===== src/rtl/rf_write_arbiter_if.sv =====
// Bundle between the register-file write requesters (wb / irq / dbg), the
// write arbiter, and the regfile write port it drives.
interface rf_write_arbiter_if #(
    parameter int DATA_W = 32,
    parameter int ADDR_W = 5
);
    logic              wb_req;
    logic [ADDR_W-1:0] wb_addr;
    logic [DATA_W-1:0] wb_data;
    logic              wb_ack;
    logic              irq_req;
    logic [DATA_W-1:0] irq_data;
    logic              irq_ack;
    logic              dbg_req;
    logic [ADDR_W-1:0] dbg_addr;
    logic [DATA_W-1:0] dbg_data;
    logic              dbg_ack;
    logic              rf_werf;
    logic [ADDR_W-1:0] rf_wa;
    logic [DATA_W-1:0] rf_wdata;
    logic              starved;

    modport slave (
        input  wb_req, wb_addr, wb_data,
        input  irq_req, irq_data,
        input  dbg_req, dbg_addr, dbg_data,
        output wb_ack, irq_ack, dbg_ack,
        output rf_werf, rf_wa, rf_wdata, starved
    );

    modport master (
        output wb_req, wb_addr, wb_data,
        output irq_req, irq_data,
        output dbg_req, dbg_addr, dbg_data,
        input  wb_ack, irq_ack, dbg_ack,
        input  rf_werf, rf_wa, rf_wdata, starved
    );
endinterface


===== src/rtl/rf_write_arbiter.sv =====
// Register-file write-port arbiter: wb > irq > dbg, with a starvation escape for dbg.
// Optional macro RF_R0_PROTECT_EN: writes to R0 are acked but suppressed like R31.
module rf_write_arbiter #(
    parameter int DATA_W       = 32,
    parameter int ADDR_W       = 5,
    parameter int STARVE_LIMIT = 8
) (
    input  logic               clock,
    input  logic               reset,
    rf_write_arbiter_if.slave  rf_bus
);
    localparam logic [0:0] ST_ARB       = 1'b0;
    localparam logic [0:0] ST_FORCE_DBG = 1'b1;

    localparam int                CNT_W   = $clog2(STARVE_LIMIT + 1);
    localparam logic [CNT_W-1:0]  CNT_MAX = CNT_W'(STARVE_LIMIT);
    localparam logic [ADDR_W-1:0] XP_ADDR = ADDR_W'(30);

    logic [0:0]        state_q, state_d;
    logic [CNT_W-1:0]  cnt_q, cnt_d;
    logic              wb_ack_q, irq_ack_q, dbg_ack_q;
    logic              werf_q, werf_d;
    logic [ADDR_W-1:0] wa_q, wa_d;
    logic [DATA_W-1:0] wdata_q, wdata_d;

    logic wb_el, irq_el, dbg_el;
    logic gnt_wb, gnt_irq, gnt_dbg, any_gnt;
    logic discard;

    // A requester whose ack is up this cycle already issued; don't grant it twice.
    assign wb_el  = rf_bus.wb_req  & ~wb_ack_q;
    assign irq_el = rf_bus.irq_req & ~irq_ack_q;
    assign dbg_el = rf_bus.dbg_req & ~dbg_ack_q;

    always_comb begin
        gnt_wb  = 1'b0;
        gnt_irq = 1'b0;
        gnt_dbg = 1'b0;
        if (state_q == ST_FORCE_DBG) begin
            if (dbg_el)      gnt_dbg = 1'b1;
            else if (wb_el)  gnt_wb  = 1'b1;
            else if (irq_el) gnt_irq = 1'b1;
        end else begin
            if (wb_el)       gnt_wb  = 1'b1;
            else if (irq_el) gnt_irq = 1'b1;
            else if (dbg_el) gnt_dbg = 1'b1;
        end
    end

    assign any_gnt = gnt_wb | gnt_irq | gnt_dbg;

    always_comb begin
        wa_d    = wa_q;
        wdata_d = wdata_q;
        if (gnt_wb) begin
            wa_d    = rf_bus.wb_addr;
            wdata_d = rf_bus.wb_data;
        end else if (gnt_irq) begin
            wa_d    = XP_ADDR;
            wdata_d = rf_bus.irq_data;
        end else if (gnt_dbg) begin
            wa_d    = rf_bus.dbg_addr;
            wdata_d = rf_bus.dbg_data;
        end
    end

`ifdef RF_R0_PROTECT_EN
    // R0 is reloaded by the regfile every cycle, so a write there is meaningless.
    assign discard = (wa_d == '1) || (wa_d == '0);
`else
    assign discard = (wa_d == '1);
`endif

    assign werf_d = any_gnt & ~discard;

    always_comb begin
        cnt_d = cnt_q;
        if (!rf_bus.dbg_req || gnt_dbg)
            cnt_d = '0;
        else if (dbg_el && cnt_q != CNT_MAX)
            cnt_d = cnt_q + CNT_W'(1);
    end

    always_comb begin
        state_d = state_q;
        case (state_q)
            ST_ARB:
                if (cnt_q == CNT_MAX && rf_bus.dbg_req && !gnt_dbg)
                    state_d = ST_FORCE_DBG;
            ST_FORCE_DBG:
                if (gnt_dbg || !rf_bus.dbg_req)
                    state_d = ST_ARB;
            default:
                state_d = ST_ARB;
        endcase
    end

    always_ff @(posedge clock) begin
        if (reset) begin
            state_q   <= ST_ARB;
            cnt_q     <= '0;
            wb_ack_q  <= 1'b0;
            irq_ack_q <= 1'b0;
            dbg_ack_q <= 1'b0;
            werf_q    <= 1'b0;
            wa_q      <= '0;
            wdata_q   <= '0;
        end else begin
            state_q   <= state_d;
            cnt_q     <= cnt_d;
            wb_ack_q  <= gnt_wb;
            irq_ack_q <= gnt_irq;
            dbg_ack_q <= gnt_dbg;
            werf_q    <= werf_d;
            wa_q      <= wa_d;
            wdata_q   <= wdata_d;
        end
    end

    assign rf_bus.wb_ack   = wb_ack_q;
    assign rf_bus.irq_ack  = irq_ack_q;
    assign rf_bus.dbg_ack  = dbg_ack_q;
    assign rf_bus.rf_werf  = werf_q;
    assign rf_bus.rf_wa    = wa_q;
    assign rf_bus.rf_wdata = wdata_q;
    assign rf_bus.starved  = (state_q == ST_FORCE_DBG);
endmodule

===== src/flat_wrapper.sv =====
// flat-port wrapper written by rule: the top's interface ports become plain ports
module rf_write_arbiter_flat 
#(
    parameter int DATA_W       = 32,
    parameter int ADDR_W       = 5,
    parameter int STARVE_LIMIT = 8
)
  (clock, reset, rf_bus_wb_req, rf_bus_wb_addr, rf_bus_wb_data, rf_bus_irq_req, rf_bus_irq_data, rf_bus_dbg_req, rf_bus_dbg_addr, rf_bus_dbg_data, rf_bus_wb_ack, rf_bus_irq_ack, rf_bus_dbg_ack, rf_bus_rf_werf, rf_bus_rf_wa, rf_bus_rf_wdata, rf_bus_starved);
  rf_write_arbiter_if #(.DATA_W(DATA_W), .ADDR_W(ADDR_W)) rf_bus_i ();
  input  logic clock;
  input  logic reset;
  input wire logic [$bits(rf_bus_i.wb_req)-1:0] rf_bus_wb_req;
  input wire logic [$bits(rf_bus_i.wb_addr)-1:0] rf_bus_wb_addr;
  input wire logic [$bits(rf_bus_i.wb_data)-1:0] rf_bus_wb_data;
  input wire logic [$bits(rf_bus_i.irq_req)-1:0] rf_bus_irq_req;
  input wire logic [$bits(rf_bus_i.irq_data)-1:0] rf_bus_irq_data;
  input wire logic [$bits(rf_bus_i.dbg_req)-1:0] rf_bus_dbg_req;
  input wire logic [$bits(rf_bus_i.dbg_addr)-1:0] rf_bus_dbg_addr;
  input wire logic [$bits(rf_bus_i.dbg_data)-1:0] rf_bus_dbg_data;
  output wire logic [$bits(rf_bus_i.wb_ack)-1:0] rf_bus_wb_ack;
  output wire logic [$bits(rf_bus_i.irq_ack)-1:0] rf_bus_irq_ack;
  output wire logic [$bits(rf_bus_i.dbg_ack)-1:0] rf_bus_dbg_ack;
  output wire logic [$bits(rf_bus_i.rf_werf)-1:0] rf_bus_rf_werf;
  output wire logic [$bits(rf_bus_i.rf_wa)-1:0] rf_bus_rf_wa;
  output wire logic [$bits(rf_bus_i.rf_wdata)-1:0] rf_bus_rf_wdata;
  output wire logic [$bits(rf_bus_i.starved)-1:0] rf_bus_starved;
  assign rf_bus_i.wb_req = rf_bus_wb_req;
  assign rf_bus_i.wb_addr = rf_bus_wb_addr;
  assign rf_bus_i.wb_data = rf_bus_wb_data;
  assign rf_bus_i.irq_req = rf_bus_irq_req;
  assign rf_bus_i.irq_data = rf_bus_irq_data;
  assign rf_bus_i.dbg_req = rf_bus_dbg_req;
  assign rf_bus_i.dbg_addr = rf_bus_dbg_addr;
  assign rf_bus_i.dbg_data = rf_bus_dbg_data;
  assign rf_bus_wb_ack = rf_bus_i.wb_ack;
  assign rf_bus_irq_ack = rf_bus_i.irq_ack;
  assign rf_bus_dbg_ack = rf_bus_i.dbg_ack;
  assign rf_bus_rf_werf = rf_bus_i.rf_werf;
  assign rf_bus_rf_wa = rf_bus_i.rf_wa;
  assign rf_bus_rf_wdata = rf_bus_i.rf_wdata;
  assign rf_bus_starved = rf_bus_i.starved;
  rf_write_arbiter #(.DATA_W(DATA_W), .ADDR_W(ADDR_W), .STARVE_LIMIT(STARVE_LIMIT)) u_core (.clock(clock), .reset(reset), .rf_bus(rf_bus_i));
endmodule

===== config.mk =====
export PLATFORM = sky130hd
export DESIGN_NAME = rf_write_arbiter_flat
export DESIGN_NICKNAME = d
export VERILOG_FILES = /design/src/rtl/rf_write_arbiter_if.sv /design/src/rtl/rf_write_arbiter.sv /design/src/flat_wrapper.sv
export SDC_FILE = /design/constraint.sdc
export NUM_CORES = 1
export LEC_CHECK = 0
export CORE_ASPECT_RATIO = 1.1
export CORE_MARGIN = 2
export CORE_UTILIZATION = 38
export DETAILED_ROUTE_END_ITERATION = 6
export PLACE_DENSITY = 0.81
export SETUP_SLACK_MARGIN = 0.05
export SYNTH_ARGS = -nofsm -noshare
export SYNTH_HDL_FRONTEND = slang
export SYNTH_SLANG_ARGS = --single-unit

===== constraint.sdc =====
create_clock -name clock -period 1.72 [get_ports clock]
set_input_delay 0.43 -clock clock [delete_from_list [all_inputs] [get_ports clock]]
set_output_delay 0.43 -clock clock [all_outputs]
set_load 0.02 [all_outputs]

==> results of run 1 <==
## through the flow
stage	total power [W]	hold slack, ns
2_1_floorplan	0.001713	0.4664
3_3_place_gp	0.002305	0.4459
3_5_place_dp	0.002325	0.4476
4_1_cts	0.003273	0.4709
5_1_grt	0.003454	0.4831
6_report	0.003305	0.4668
## cells in the final DEF (no fill, tap or decap), types with 3 or more instances in the layout
cell             count
dlygate4sd2_1       42
nand4_1              3
buf_6                6
o2bb2ai_1           32
nand3_1              5
clkdlybuf4s50_1    107
nor3_1               5
a211oi_2            30
nand3b_1             4
nor2_1               7
nand2_1              7
inv_1               36
dlymetal6s2s_1       3
buf_12               6
clkbuf_16            3
buf_4               28
o21ai_0             31
nand2b_1             3
clkbuf_8             6
a31oi_1             32
o211ai_1             4
dfxtp_1             46
## final timing paths
path	start	endpoint	slack, ns
setup reg to reg	u_core.rf_bus.irq_ack$_SDFF_PP0_	u_core.rf_bus.rf_wdata[31]$_SDFFE_PP0P_	0.13
hold reg to reg	u_core.rf_bus.rf_wdata[19]$_SDFFE_PP0P_	u_core.rf_bus.rf_wdata[19]$_SDFFE_PP0P_	0.47
hold / removal	u_core.rf_bus.rf_wdata[19]$_SDFFE_PP0P_	u_core.rf_bus.rf_wdata[19]$_SDFFE_PP0P_	0.47
setup / recovery	u_core.rf_bus.irq_ack$_SDFF_PP0_	u_core.rf_bus.rf_wdata[31]$_SDFFE_PP0P_	0.13
## repair_timing
item,4_1_cts,5_1_grt
pin swaps,1,7
setup buffers,1,4
resized for setup,53,8
cloned,0,4
setup endpoints to repair,78,36
## cell usage after synthesis (4+ instances only)
cell type  instances
a211oi_2          29
a31oi_1           32
buf_2              8
buf_6              4
clkbuf_1          17
dfxtp_1           46
inv_1             36
nand2_1            8
nand2b_1           5
nand3_1            5
nand3b_1           4
nor2_1             8
nor3_1             5
o211ai_1           4
o21ai_0           31
o2bb2ai_1         32
## per-layer routing
| metal | GRT usage [%] | part of all wire [%] |
|---|---|---|
| met5 | 0 | 0 |
| met1 | 29.50 | 41 |
| met2 | 40.19 | 49 |
| met4 | 9.016 | 2.5 |
| met3 | 5.909 | 8.2 |
## cell type report
type	count	area (µm²)
Sequential cell	46	920.9
Multi-Input combinational cell	191	1484
Inverter	36	135.1
Timing Repair Buffer	195	1949
Fill cell	525	1898
Clock buffer	6	82.58
Clock inverter	2	60.06
Tap cell	82	102.6
## power breakdown
part	internal, W	switching [W]	total, W
logic	0.000573	0.000517	0.00109
clock network	0.000620	0.000379	0.000999
registers	0.00116	0.0000542	0.00122
total	0.00235	0.000950	0.00330
## state kept, by name, summed over array words and instances, names as in the netlist
register,cells
u_core.rf_bus.dbg_ack,1
u_core.rf_bus.starved,1
u_core.rf_bus.rf_wdata,32
u_core.rf_bus.irq_ack,1
u_core.rf_bus.wb_ack,1
u_core.cnt_q,4
u_core.rf_bus.rf_werf,1
u_core.rf_bus.rf_wa,5
## worst register-to-register path, delay by kind of cell, from the launching register on
family                 cells  cell delay [ns]
AND/OR/NAND/NOR            1             0.17
flip-flops                 1             0.35
AO/OA/AOI/OAI              3             0.61
buffers and inverters      2             0.39
## cells by family after synthesis
logic type      after synthesis  share of synthesized area, %
compound gates              141                         42.94
xor+xnor                      3                        0.9988
fa+ha+maj                     2                        0.9509
buf+inv                      66                         11.08
flops                        46                         35.00
simple gates                 45                         9.035
==> metrics.txt, run 1 <==
status completed; Post-DRT Antenna Nets 0; FP Rows 31; Post-CTS Hold Buffers 0; WL final between 9 and 10 mm; Synth cell types 34; H-tree Lvls 2; Layout area overhead 79.93%; Post-synth EDFFs 0; first-pass GRT wire length 15.11 mm; GRT Util Overall between 20% and 30%; via count roughly 3100; Clock Root Buffer clkbuf_8; largest net degree at the start of global routing 33; Largest stage delay, worst path 0.35 ns; first-pass detailed-route iteration total 5; Yosys reg bits 46; VDD IR max 375.7 µV; post-layout min period approximately 1.6 ns; Worst setup SP type flop; P per Cell Area 698.0 nW/µm²; Yosys top cell area share 35.00%; Residual DRC 0; Top-Level Pins approximately 150; slowest stage cell, crit path dfxtp_1; Util after Layout between 70% and 80%; WP data required around 1.9 ns; vias in the first global route between 3000 and 4000; final worst path period share around 90%; Final Hold Viols 0; Setup TNS Final 0 ns; Synth warnings 0; Post-DP HPWL roughly 6.9 mm; Clk pin slew, worst setup/hold paths around 0.09 ns; Setup WS pre-CTS -0.4073 ns; Num CTS Buffers 5; Max Root-Sink Buffers 2; worst path cell trace nand2b_1 > buf_4 > a31oi_4 > clkbuf_16 > o21ai_0 > o2bb2ai_1; max-capacitance violation count 0; antenna violations before repair 0; syn avg cell area a little under 9 µm²; Die Y just over 90 µm; Core Area approximately 6600 µm²; die footprint ~7600 µm²; Area contributors post-synth dfxtp_1, a211oi_2, o2bb2ai_1; asr flop ratio synth 0%; worst min path class flop to flop; Tightest Pin Transition approximately 0.42 ns; Final Max Tran Viols 0; Fmax achieved ~630 MHz; Post-synth top flop dfxtp_1; Congestion Overflow GR 0; R2R cell count 6; CTS tree yes; sequential area share after synthesis a little over a third; vias per cell about 5.6; Post-Synthesis Cells approximately 300; critical path fanouts, max 6; # setup viols final 0; worst path setup slack after routing 0.1310 ns; Top Family by Delay on Critical Path compound AO/OA/AOI/OAI gates; Pleak 1.975 nW; CTS Sinks between 40 and 50; worst path bufs/invs 2; Ant. Diodes 0; clock skew ~0.0099 ns; Worst Hold Depth 1; Synthesized Nets 416; gpl congestion 0.8708; Worst Path Arrival between 1.5 and 2 ns; initial core utilization about two fifths; synthesized area roughly 2600 µm²; initial drt markers roughly 190; Placed Instances about 540; Crit Path Class flop to flop; unrepaired setup endpoints after global routing false; CP Depth 6; die width 83.34 µm; Final nets 588; final instance area 4735 µm²; relative max-transition margin between 70 and 80%; layout cells sized above 1 19.33%; WL/cell between 15 and 20 µm; Synth area leader dfxtp_1; placed cell areas ~4400 µm²; post-route insts no fill about 560; later-pin clock latency in the skew report about 0.3 ns; CP Capture Type flop; Port Buf Inserts around 150
Note: power is estimated with default switching activity, not from simulation.
==> inputs of run 2 (changes only) <==
--- a/config.mk
+++ b/config.mk
@@ -7,9 +7,10 @@
 export LEC_CHECK = 0
 export CORE_ASPECT_RATIO = 1.1
 export CORE_MARGIN = 2
-export CORE_UTILIZATION = 38
+export CORE_UTILIZATION = 41
 export DETAILED_ROUTE_END_ITERATION = 6
-export PLACE_DENSITY = 0.81
+export GPL_ROUTABILITY_DRIVEN = 0
+export PLACE_DENSITY = 0.86
 export SETUP_SLACK_MARGIN = 0.05
 export SYNTH_ARGS = -nofsm -noshare
 export SYNTH_HDL_FRONTEND = slang
==> constraint.sdc (replaced) <==
create_clock -name clock -period 2 [get_ports clock]
set_input_delay 0.5 -clock clock [delete_from_list [all_inputs] [get_ports clock]]
set_output_delay 0.5 -clock clock [all_outputs]
set_load 0.02 [all_outputs]
==> run 2 against run 1 <==
Effect of this change:
- sequential cell count is the same
- non-clock buffer count is 14 lower
- clock-buffer cell count did not move
- critical path type is now primary input to flop
- largest power group unchanged
==> metrics.txt, run 2 (synthesis results as in run 1) <==
Post-DRT Antenna Nets 0 (unchanged); WL/cell 17.47 µm (was 17.79 µm); WL final 9.470 mm (was 9.926 mm); Core Area 6193 µm² (was 6633 µm²); layout cells sized above 1 16.02% (was 19.33%); Final Max Tran Viols 0 (unchanged); first-pass GRT wire length 14.94 mm (was 15.11 mm); vias per cell 5.640 (was 5.586); P per Cell Area 570.7 nW/µm² (was 698.0 nW/µm²); # setup viols final 0 (unchanged); R2R cell count 5 (was 6); Congestion Overflow GR 0 (unchanged); Clock Root Buffer clkbuf_8 (unchanged); die footprint 7075 µm² (was 7607 µm²); leading cell type in the layout, fill and taps excluded clkdlybuf4s50_1 (unchanged); critical path fanouts, max 6 (unchanged); later-pin clock latency in the skew report 0.30 ns (about the same); Layout area overhead 71.56% (was 79.93%); worst r2r src u_core.rf_bus.starved$_SDFF_PP0_ (was u_core.rf_bus.irq_ack$_SDFF_PP0_); Final Hold Viols 0 (unchanged); CTS Sinks 46 (unchanged); initial core utilization 42.48% (was 39.67%); largest net degree at the start of global routing 33 (unchanged); CTS tree yes (unchanged); max reg flops 32 (unchanged); Setup WS pre-CTS -0.2214 ns (was -0.4073 ns); initial drt markers 203 (was 191); post-layout min period approximately 1.9 ns; worst path setup slack after routing 0.1391 ns (was 0.1310 ns); GRT Util Overall 26.70% (was 23.93%); Ant. Diodes 0 (unchanged); Worst setup SP type primary input (was flop); unrepaired setup endpoints after global routing false (unchanged); via count 3057 (was 3117); relative max-transition margin 72.84% (was 72.02%); Tightest Pin Transition 0.4057 ns (was 0.4179 ns); Post-DP HPWL 6.971 mm (was 6.874 mm); most frequent cells in the layout clkdlybuf4s50_1, dfxtp_1, inv_1 (was clkdlybuf4s50_1, dfxtp_1, dlygate4sd2_1); CP Capture Type flop (unchanged); Port Buf Inserts 152 (unchanged); antenna violations before repair 0 (unchanged); start point of the worst min-delay path u_core.rf_bus.rf_wdata[1]$_SDFFE_PP0P_ (was u_core.rf_bus.rf_wdata[19]$_SDFFE_PP0P_); Placed Instances 534 (was 541); vias in the first global route 3103 (was 3179); Max Root-Sink Buffers 2 (unchanged); WP data required 2.19 ns (was 1.94 ns); Final nets 574 (was 588); Die Y 88.02 µm (was 91.28 µm); H-tree Lvls 2 (unchanged); Worst Hold Depth 1 (unchanged); status completed (unchanged); FP Rows 30 (was 31); first-pass detailed-route iteration total 4 (was 5); fill count 473 (was 525); Fmax achieved 537.4 MHz; Top-Level Pins 153 (unchanged); Util after Layout 72.89% (was 71.38%); # Post-CTS Setup Buffers 0 (was 1); Clk pin slew, worst setup/hold paths 0.08 ns (was 0.09 ns); final instance area 4514 µm² (was 4735 µm²); Worst Path Arrival 2.05 ns (was 1.81 ns); worst min path class flop to flop (unchanged); post-route insts no fill 542 (was 558); VDD IR max 342.1 µV (was 375.7 µV); reg-to-reg slack, setup 0.37 ns (was 0.13 ns); final worst path period share between 90 and 100%; final hold slack 0.4691 ns (was 0.4668 ns); placed cell areas 4418 µm² (was 4446 µm²); clock skew 0.008624 ns (was 0.009919 ns); Num CTS Buffers 5 (unchanged); worst hold path endpoint u_core.rf_bus.rf_wdata[1]$_SDFFE_PP0P_ (was u_core.rf_bus.rf_wdata[19]$_SDFFE_PP0P_); r2r endpoint u_core.rf_bus.rf_wdata[25]$_SDFFE_PP0P_ (was u_core.rf_bus.rf_wdata[31]$_SDFFE_PP0P_); die width 80.38 µm (was 83.34 µm); max-capacitance violation count 0 (unchanged); Residual DRC 0 (unchanged); Pleak 1.687 nW (was 1.975 nW); Crit Path Class primary input to flop (was flop to flop)
[run 2: cell types whose count changed in the layout (fill, tap and decap cells not counted), moves of 2 or more]
cell             delta
clkdlybuf4s50_1    +44
dlygate4sd2_1      -41
buf_4               -6
buf_6               -6
clkbuf_16           -3
dlymetal6s2s_1      -3
bufinv_16           -2
nor2b_2             +2
nor2b_4             -2
[run 2: through the flow]
step,TNS (ns),total power (W)
floorplan,0,0.001473
global placement,-3.926,0.001977
detailed placement,-6.391,0.002000
CTS,0,0.002598
global route,0,0.002693
finish,0,0.002576
[run 2: critical path: stages]
cell,delay [ns]
clkdlybuf4s50_1,0.51
nand2b_2,0.11
a21oi_2,0.31
o211ai_1,0.19
o41a_1,0.43
[run 2: worst max-delay path by stage]
stage	from	to	slack [ns]	cells after the start
2_1_floorplan	u_core.rf_bus.starved$_SDFF_PP0_	u_core.rf_bus.rf_wdata[0]$_SDFFE_PP0P_	0.36	7
3_3_place_gp	rf_bus_dbg_req	u_core.rf_bus.rf_wdata[26]$_SDFFE_PP0P_	-0.16	7
3_5_place_dp	rf_bus_dbg_req	u_core.rf_bus.rf_wdata[20]$_SDFFE_PP0P_	-0.22	7
4_1_cts	rf_bus_dbg_req	u_core.rf_bus.rf_wdata[25]$_SDFFE_PP0P_	0.09	7
5_1_grt	rf_bus_dbg_req	u_core.rf_bus.rf_wdata[0]$_SDFFE_PP0P_	0.07	8
6_report	rf_bus_wb_req	u_core.rf_bus.rf_werf$_SDFF_PP0_	0.14	5
[run 2: area by class of cell]
cell class                      count  area [µm²]  area share, %
Clock buffer                        6       82.58          1.829
Clock inverter                      2       12.51         0.2772
Inverter                           36       135.1          2.993
Multi-Input combinational cell    191        1438          31.85
Sequential cell                    46       920.9          20.40
Tap cell                           80       100.1          2.217
Timing Repair Buffer              181        1826          40.44
[run 2: report_power, final]
part	switching [W]	internal (W)	leakage, nW	total [W]
registers	0.0000492	0.000999	0.382	0.00105
logic	0.000425	0.000510	1.26	0.000934
clock network	0.000316	0.000278	0.0472	0.000594
[run 2: layer usage]
layer | part of all wire (%) | track usage, % | wire length [µm] | up-vias
met2 | 50 | 46.59 | 4741 | 137
li1 | - | - | - | 1445
met5 | 0 | 0 | 0 | -
met4 | 1.5 | 8.629 | 146 | 0
met1 | 41 | 32.85 | 3909 | 1459
met3 | 7.1 | 5.567 | 672 | 16
[run 2: what timing repair did]
item,in CTS,in global routing
hold buffers,0,0
setup endpoints to repair,1,23
cloned,0,0
hold endpoints to repair,0,0
resized for setup,1,1
